**src/rtl/datapath_seq_pkg.sv**
```systemverilog
// Shared definitions for datapath_seq: opcode values, sequencer states,
// bus source indices and the opcode-to-ALU-operation mapping.
package datapath_seq_pkg;

  localparam logic [2:0] OP_MV  = 3'd0;
  localparam logic [2:0] OP_MVI = 3'd1;
  localparam logic [2:0] OP_ADD = 3'd2;
  localparam logic [2:0] OP_SUB = 3'd3;
  localparam logic [2:0] OP_AND = 3'd4;
  localparam logic [2:0] OP_OR  = 3'd5;
  localparam logic [2:0] OP_XOR = 3'd6;
  localparam logic [2:0] OP_NOP = 3'd7;

  typedef enum logic [1:0] {
    IDLE = 2'd0,
    T1   = 2'd1,
    T2   = 2'd2,
    T3   = 2'd3
  } state_e;

  typedef enum logic [2:0] {
    ALU_NONE = 3'd0,
    ALU_ADD  = 3'd1,
    ALU_SUB  = 3'd2,
    ALU_AND  = 3'd3,
    ALU_OR   = 3'd4,
    ALU_XOR  = 3'd5
  } alu_op_e;

  // Bit positions inside the one-hot bus source vector; all-zero drives 0.
  localparam int BUS_SRC_W = 3;
  localparam int SRC_REG   = 0;
  localparam int SRC_IMM   = 1;
  localparam int SRC_G     = 2;

  function automatic alu_op_e alu_op_of(input logic [2:0] op);
    alu_op_e res;
    case (op)
      OP_ADD:  res = ALU_ADD;
      OP_SUB:  res = ALU_SUB;
      OP_AND:  res = ALU_AND;
      OP_OR:   res = ALU_OR;
      OP_XOR:  res = ALU_XOR;
      default: res = ALU_NONE;
    endcase
    return res;
  endfunction

  function automatic logic is_alu_op(input logic [2:0] op);
    return (alu_op_of(op) != ALU_NONE);
  endfunction

endpackage

```
**src/rtl/dp_regfile.sv**
```systemverilog
// General-purpose register file: one synchronous write port, an operand read
// port feeding the bus and a debug read port, both combinational.
module dp_regfile
  import datapath_seq_pkg::*;
#(
  parameter int DATA_W   = 16,
  parameter int NUM_REGS = 8,
  localparam int SEL_W   = $clog2(NUM_REGS)
) (
  input  logic              clk,
  input  logic              rst,
  input  logic              wr_en,
  input  logic [SEL_W-1:0]  wr_idx,
  input  logic [DATA_W-1:0] wr_data,
  input  logic [SEL_W-1:0]  op_idx,
  output logic [DATA_W-1:0] op_data,
  input  logic [SEL_W-1:0]  dbg_idx,
  output logic [DATA_W-1:0] dbg_data
);

  logic [DATA_W-1:0] regs_q [NUM_REGS];
  logic [DATA_W-1:0] regs_d [NUM_REGS];

  always_comb begin
    regs_d = regs_q;
    if (wr_en) begin
      regs_d[wr_idx] = wr_data;
    end
  end

  always_ff @(posedge clk) begin
    if (rst) begin
      for (int i = 0; i < NUM_REGS; i++) begin
        regs_q[i] <= '0;
      end
    end else begin
      regs_q <= regs_d;
    end
  end

  assign op_data  = regs_q[op_idx];
  assign dbg_data = regs_q[dbg_idx];

endmodule

```
**src/rtl/datapath_seq.sv**
```systemverilog
// Multi-cycle bus datapath: register file, accumulator A, ALU, result G and
// flags, sequenced one instruction per run handshake over a one-hot bus mux.
module datapath_seq
  import datapath_seq_pkg::*;
#(
  parameter int DATA_W   = 16,
  parameter int NUM_REGS = 8,
  localparam int SEL_W   = $clog2(NUM_REGS)
) (
  input  logic              clk,
  input  logic              rst,
  input  logic              run,
  input  logic [2:0]        opcode,
  input  logic [SEL_W-1:0]  rx,
  input  logic [SEL_W-1:0]  ry,
  input  logic [DATA_W-1:0] imm,
  output logic              busy,
  output logic              done,
  output logic [DATA_W-1:0] bus,
  output logic              flag_z,
  output logic              flag_c,
  input  logic [SEL_W-1:0]  rd_sel,
  output logic [DATA_W-1:0] rd_data
);

  state_e state_q, state_d;

  logic [2:0]        ir_op_q, ir_op_d;
  logic [SEL_W-1:0]  ir_rx_q, ir_rx_d;
  logic [SEL_W-1:0]  ir_ry_q, ir_ry_d;
  logic [DATA_W-1:0] ir_imm_q, ir_imm_d;

  logic [DATA_W-1:0] a_q, a_d;
  logic [DATA_W-1:0] g_q, g_d;
  logic              z_q, z_d;
  logic              c_q, c_d;

  logic                 capture;
  logic                 load_a;
  logic                 load_g;
  logic                 rf_we;
  logic [BUS_SRC_W-1:0] bus_src;
  logic [SEL_W-1:0]     op_idx;
  logic [DATA_W-1:0]    op_data;

  logic [DATA_W:0]   alu_wide;
  logic [DATA_W-1:0] alu_res;
  logic              alu_c;

  dp_regfile #(
    .DATA_W   (DATA_W),
    .NUM_REGS (NUM_REGS)
  ) u_regfile (
    .clk      (clk),
    .rst      (rst),
    .wr_en    (rf_we),
    .wr_idx   (ir_rx_q),
    .wr_data  (bus),
    .op_idx   (op_idx),
    .op_data  (op_data),
    .dbg_idx  (rd_sel),
    .dbg_data (rd_data)
  );

  // Sequencer: every step picks exactly one bus source and the loads it feeds.
  always_comb begin
    state_d = state_q;
    capture = 1'b0;
    load_a  = 1'b0;
    load_g  = 1'b0;
    rf_we   = 1'b0;
    done    = 1'b0;
    bus_src = '0;
    op_idx  = ir_ry_q;

    unique case (state_q)
      IDLE: begin
        if (run) begin
          capture = 1'b1;
          state_d = T1;
        end
      end

      T1: begin
        if (is_alu_op(ir_op_q)) begin
          bus_src[SRC_REG] = 1'b1;
          op_idx           = ir_rx_q;
          load_a           = 1'b1;
          state_d          = T2;
        end else begin
          done    = 1'b1;
          state_d = IDLE;
          case (ir_op_q)
            OP_MV: begin
              bus_src[SRC_REG] = 1'b1;
              rf_we            = 1'b1;
            end
            OP_MVI: begin
              bus_src[SRC_IMM] = 1'b1;
              rf_we            = 1'b1;
            end
            OP_NOP:  ;
            default: ;
          endcase
        end
      end

      T2: begin
        bus_src[SRC_REG] = 1'b1;
        load_g           = 1'b1;
        state_d          = T3;
      end

      T3: begin
        bus_src[SRC_G] = 1'b1;
        rf_we          = 1'b1;
        done           = 1'b1;
        state_d        = IDLE;
      end

      default: state_d = IDLE;
    endcase
  end

  always_comb begin
    bus = ({DATA_W{bus_src[SRC_REG]}} & op_data)
        | ({DATA_W{bus_src[SRC_IMM]}} & ir_imm_q)
        | ({DATA_W{bus_src[SRC_G]}}   & g_q);
  end

  // One extra bit holds the add carry or the subtract borrow.
  always_comb begin
    alu_wide = '0;
    case (alu_op_of(ir_op_q))
      ALU_ADD: alu_wide = {1'b0, a_q} + {1'b0, bus};
      ALU_SUB: alu_wide = {1'b0, a_q} - {1'b0, bus};
      ALU_AND: alu_wide = {1'b0, a_q & bus};
      ALU_OR:  alu_wide = {1'b0, a_q | bus};
      ALU_XOR: alu_wide = {1'b0, a_q ^ bus};
      default: alu_wide = '0;
    endcase
    alu_res = alu_wide[DATA_W-1:0];
    alu_c   = alu_wide[DATA_W];
  end

  always_comb begin
    ir_op_d  = ir_op_q;
    ir_rx_d  = ir_rx_q;
    ir_ry_d  = ir_ry_q;
    ir_imm_d = ir_imm_q;
    a_d      = a_q;
    g_d      = g_q;
    z_d      = z_q;
    c_d      = c_q;

    if (capture) begin
      ir_op_d  = opcode;
      ir_rx_d  = rx;
      ir_ry_d  = ry;
      ir_imm_d = imm;
    end
    if (load_a) begin
      a_d = bus;
    end
    if (load_g) begin
      g_d = alu_res;
      z_d = (alu_res == '0);
      c_d = alu_c;
    end
  end

  always_ff @(posedge clk) begin
    if (rst) begin
      state_q  <= IDLE;
      ir_op_q  <= '0;
      ir_rx_q  <= '0;
      ir_ry_q  <= '0;
      ir_imm_q <= '0;
      a_q      <= '0;
      g_q      <= '0;
      z_q      <= 1'b0;
      c_q      <= 1'b0;
    end else begin
      state_q  <= state_d;
      ir_op_q  <= ir_op_d;
      ir_rx_q  <= ir_rx_d;
      ir_ry_q  <= ir_ry_d;
      ir_imm_q <= ir_imm_d;
      a_q      <= a_d;
      g_q      <= g_d;
      z_q      <= z_d;
      c_q      <= c_d;
    end
  end

  assign busy   = (state_q != IDLE);
  assign flag_z = z_q;
  assign flag_c = c_q;

endmodule

```
**config.mk**
```make
export PLATFORM = sky130hd
export DESIGN_NAME = datapath_seq
export DESIGN_NICKNAME = d
export VERILOG_FILES = /design/src/rtl/datapath_seq_pkg.sv /design/src/rtl/dp_regfile.sv /design/src/rtl/datapath_seq.sv
export SDC_FILE = /design/constraint.sdc
export NUM_CORES = 1
export LEC_CHECK = 0
export CORE_ASPECT_RATIO = 0.75
export CORE_UTILIZATION = 45
export DETAILED_ROUTE_END_ITERATION = 16
export PLACE_DENSITY = 0.71
export SETUP_SLACK_MARGIN = 0.3
export SYNTH_ARGS = -nofsm -noshare
export SYNTH_HDL_FRONTEND = slang
export SYNTH_HIERARCHICAL = 1
export SYNTH_SLANG_ARGS = --single-unit
```
**constraint.sdc**
```tcl
create_clock -name clk -period 9.8 [get_ports clk]
set_clock_uncertainty 0.2 [all_clocks]
set_input_delay 1.96 -clock clk [delete_from_list [all_inputs] [get_ports clk]]
set_output_delay 1.96 -clock clk [all_outputs]
set_load 0.02 [all_outputs]
```
==> results by group <==
Worst setup path
  • Worst setup slack for register-to-register paths: 2.25 ns
  • Crit path launch type: register
  • Peak per-stage delay on the critical path: 1.00 ns
  • Worst setup path category: reg2out
  • Endpoint of the most critical register-to-register path: flag_z
  • Slowest stage cell, crit path: sky130_fd_sc_hd__mux2_2
  • CP Data Arrival Time: 5.76 ns
  • WP data required: 7.64 ns
  • Startpoint of the most critical register-to-register path: ir_op_q[1]
  • Crit end category: output port
  • Highest fanout seen on the critical path: 32
  • List of cells traversed by the critical path: buf_4, nor2_2, o21bai_1, nor2_2, mux2_2, mux4_1, mux2_2, a21oi_1, inv_1, clkdlybuf4s50_1
  • Count of cells along the worst register-to-register path: 21

Timing
  • Final hold violation count: 0
  • Relative slew slack: 9.19%
  • Count of pins over their slew limit: 0
  • RSZ-0062 raised after global routing: false
  • Minimum clock period after layout: 7.92 ns
  • Worst Tran Pin Value: 1.35 ns
  • Final setup viols: 0
  • Post-route setup TNS: 0 ns
  • Period utilisation layout: 80.8%
  • Peak Freq: 0.126 GHz

Routing
  • Total vias in the final route: 9985
  • Vias per Instance: 6.16
  • Number of iterations in the first detailed-routing pass: 7
  • Number of antenna-violating nets in the routed design: 0
  • Number of design rule violations left after detail routing: 0
  • Detailed-route wire length per cell: 21.5 um
  • Post-detailed-routing wire length: 34900 um
  • DRC marker count from the first detailed-route iteration: 1128

Worst hold path
  • Min-Delay Startpoint: ir_ry_q[0]
  • Hold Crit Endpoint: ir_ry_q[0]
  • Cell depth of the worst min-delay path: 2
  • Worst min path class: reg2reg

Die
  • Number of cell rows: 50
  • Die footprint: 26300 um2
  • Starting Density: 46.0%
  • Die outline width: 187 um
  • I/O pin count: 67
  • Area of the core: 25100 um2
  • Die Y: 141 um

Power
  • Switching component of the power: 529 uW
  • Internal power contribution: 1.25 mW
  • Cell area power density: 141 nW/um2
  • Relative contribution of the clock network to total power: 38.3%
  • Switching power as a share of total power: 29.7%
  • Max VDD drop: 0.120 mV
  • Share of total power in sequential cells: 44.9%
  • Logic gate share of total power: 16.8%
  • Leakage component of the power: 4.57 nW

CTS
  • # resized after CTS: 0
  • CTS HTree Levels: 4
  • Clk buf depth: 2
  • Clock tree from TritonCTS: yes
  • Count of hold buffers inserted by post-cts repair: 0
  • Post-CTS setup-driven buffer insertion count: 0
  • Clock root buffer: sky130_fd_sc_hd__clkbuf_16
  • Clock insertion delay at the later pin of the skew report: 0.45 ns
  • TritonCTS buffer count: 17
  • Clock transition at the registers of the reported paths: 0.07 ns
  • Sinks on Clock Net: 189

Synth
  • Post-synth EDFFs: 0
  • Proportion of register bits with asynchronous set or reset after synthesis: 0%
  • Yosys Warn Count: 6
  • Synth unique cells: 74
  • Synth Net Count: 1376
  • Number of synthesized register bits: 189
  • Top FF cell, synth: sky130_fd_sc_hd__dfxtp_1
  • Avg Cell Area, Syn: 8.94 um2
  • Gate Count Post-Synth: 1290
  • Cell area after synthesis: 11500 um2
  • Sequential fraction of the synthesis area: 32.8%

Layout
  • Total number of nets in the final design: 1357
  • Proportion of layout cells with a drive suffix above 1: 10.8%
  • Area growth syn-to-layout: 9.12%
  • Cell area after layout: 12600 um2

Global routing
  • Total overflow reported by the global router: 0
  • Wire length of the first global-routing pass: 53600 um
  • Overall track demand over capacity in global routing: 26.5%
  • Vias in the first global route: 9154
  • Initial antenna violation count: 1
  • Maximum number of pins on one net before global-route repair: 98

Placed design
  • Final weighted congestion of routability-driven global placement: 0.976
  • Quantity of I/O buffers inserted on ports: 66
  • Total placed instance area: 12000 um2
  • HPWL after detailed placement: 22800 um

Run status
  • Result of the run: finished clean

Run
  • Max-cap violation count: 0
registers in the layout (all words and copies together) (netlist names), named ones only:
register / flops
u_regfile/regs_q: 128
ir_imm_q: 16
ir_rx_q: 3
a_q: 16
state_q: 1
g_q: 16
flag_c: 1
ir_ry_q: 3
ir_op_q: 3
flag_z: 1
layout make-up:
| type | count | area, um2 |
|---|---|---|
| antenna | 1 | 2.50 |
| fill | 2347 | 12500 |
| sequential | 189 | 3780 |
| tap | 338 | 423 |
| clock inverter | 12 | 115 |
| multi-input combinational | 946 | 6940 |
| timing repair buffer | 77 | 734 |
| inverter | 40 | 150 |
| clock buffer | 19 | 443 |
cell usage in the layout, fill, tap and decap left out, drive strengths merged, types with 4 or more instances in the layout:
master / n
clkdlybuf4s50: 63
nand2b: 4
a22oi: 4
a221oi: 17
clkinv: 4
mux2: 36
o22ai: 12
and2: 16
nand2: 333
clkinvlp: 5
dfxtp: 189
buf: 14
ha: 54
o21ai: 21
a21o: 6
mux2i: 16
and4: 5
inv: 42
nor2: 59
nor3: 6
mux4: 64
a21oi: 172
xnor2: 21
xor2: 5
a31oi: 7
nand3: 4
clkbuf: 19
a211oi: 31
power by group through the flow:
stage	Combinational, mW	Clock [mW]	Sequential, mW
after detailed placement	0.288	0	0.816
after CTS	0.291	0.688	0.798
after global routing	0.319	0.721	0.800
after floorplan	0.223	0	0.808
after global placement	0.288	0	0.815
final	0.298	0.682	0.799
synth_stat cells, types with 15 or more instances:
cell type / count / share of area [%]
sky130_fd_sc_hd__nand2_1: 333 / 11
sky130_fd_sc_hd__o21ai_0: 17 / 0.74
sky130_fd_sc_hd__and2_1: 16 / 0.87
sky130_fd_sc_hd__buf_4: 21 / 1.4
sky130_fd_sc_hd__nor2_1: 58 / 1.9
sky130_fd_sc_hd__a21oi_1: 172 / 7.5
sky130_fd_sc_hd__mux4_2: 28 / 5.5
sky130_fd_sc_hd__clkbuf_1: 56 / 1.8
sky130_fd_sc_hd__mux4_1: 34 / 7.7
sky130_fd_sc_hd__buf_2: 15 / 0.65
sky130_fd_sc_hd__mux2i_1: 16 / 1.4
sky130_fd_sc_hd__mux2_2: 36 / 3.5
sky130_fd_sc_hd__inv_1: 37 / 1.2
sky130_fd_sc_hd__a211oi_1: 31 / 2.0
sky130_fd_sc_hd__ha_1: 54 / 5.9
sky130_fd_sc_hd__dfxtp_1: 189 / 33
sky130_fd_sc_hd__xnor2_1: 20 / 1.5
worst max-delay path, delay by kind of cell (launching register included):
| family | cells | cell delay, ns |
|---|---|---|
| buffers and inverters | 3 | 1.49 |
| multiplexers | 3 | 1.96 |
| AND/OR/NAND/NOR | 2 | 0.48 |
| flip-flops | 1 | 0.47 |
| AO/OA/AOI/OAI | 2 | 0.89 |
stage by stage:
stage / hold WS [ns] / instances / total power [mW] / setup slack, ns / util [%]
floorplan: 0.234 / 1290 / 1.03 / 3.96 / -
global route: 0.280 / 1621 / 1.84 / 1.64 / 50.2
finish: 0.256 / 1622 / 1.78 / 1.88 / 50.2
detailed placement: 0.245 / 1590 / 1.10 / 2.43 / 48.0
global placement: 0.248 / 1590 / 1.10 / 2.47 / 48.0
CTS: 0.254 / 1621 / 1.78 / 1.93 / 50.2
cell families (layout without fill, tap and decap cells):
kind of cell / count (synthesis) / after routing / share of synthesized area [%]
compound gates: 295 / 295 / 16.6
xor+xnor: 26 / 26 / 2.04
fa+ha+maj: 55 / 55 / 6.03
buf+inv: 155 / 148 / 7.09
flops: 189 / 189 / 32.8
mux: 116 / 116 / 18.5
other cells: 0 / 1 / 0
simple gates: 454 / 454 / 16.9
how the worst max path moves through the flow:
stage | from | endpoint | slack [ns] | depth (start not counted)
floorplan | ir_op_q[1] | flag_z | 3.96 | 25
global placement | ir_op_q[1] | bus[14] | 2.47 | 11
detailed placement | ir_op_q[1] | bus[14] | 2.43 | 11
CTS | ir_op_q[1] | bus[14] | 1.93 | 11
global route | ir_op_q[1] | bus[11] | 1.64 | 10
finish | ir_op_q[1] | bus[15] | 1.88 | 10
per-layer routing:
| layer | vias up | track usage (%) | share of wire [%] |
|---|---|---|---|
| met5 | - | 0 | 0.054 |
| met4 | 2 | 8.33 | 2.4 |
| met3 | 72 | 6.42 | 9.9 |
| met2 | 544 | 39.2 | 43 |
| met1 | 4852 | 38.1 | 45 |
| li1 | 4515 | - | - |
No activity file was read; power rests on OpenSTA's default activity.
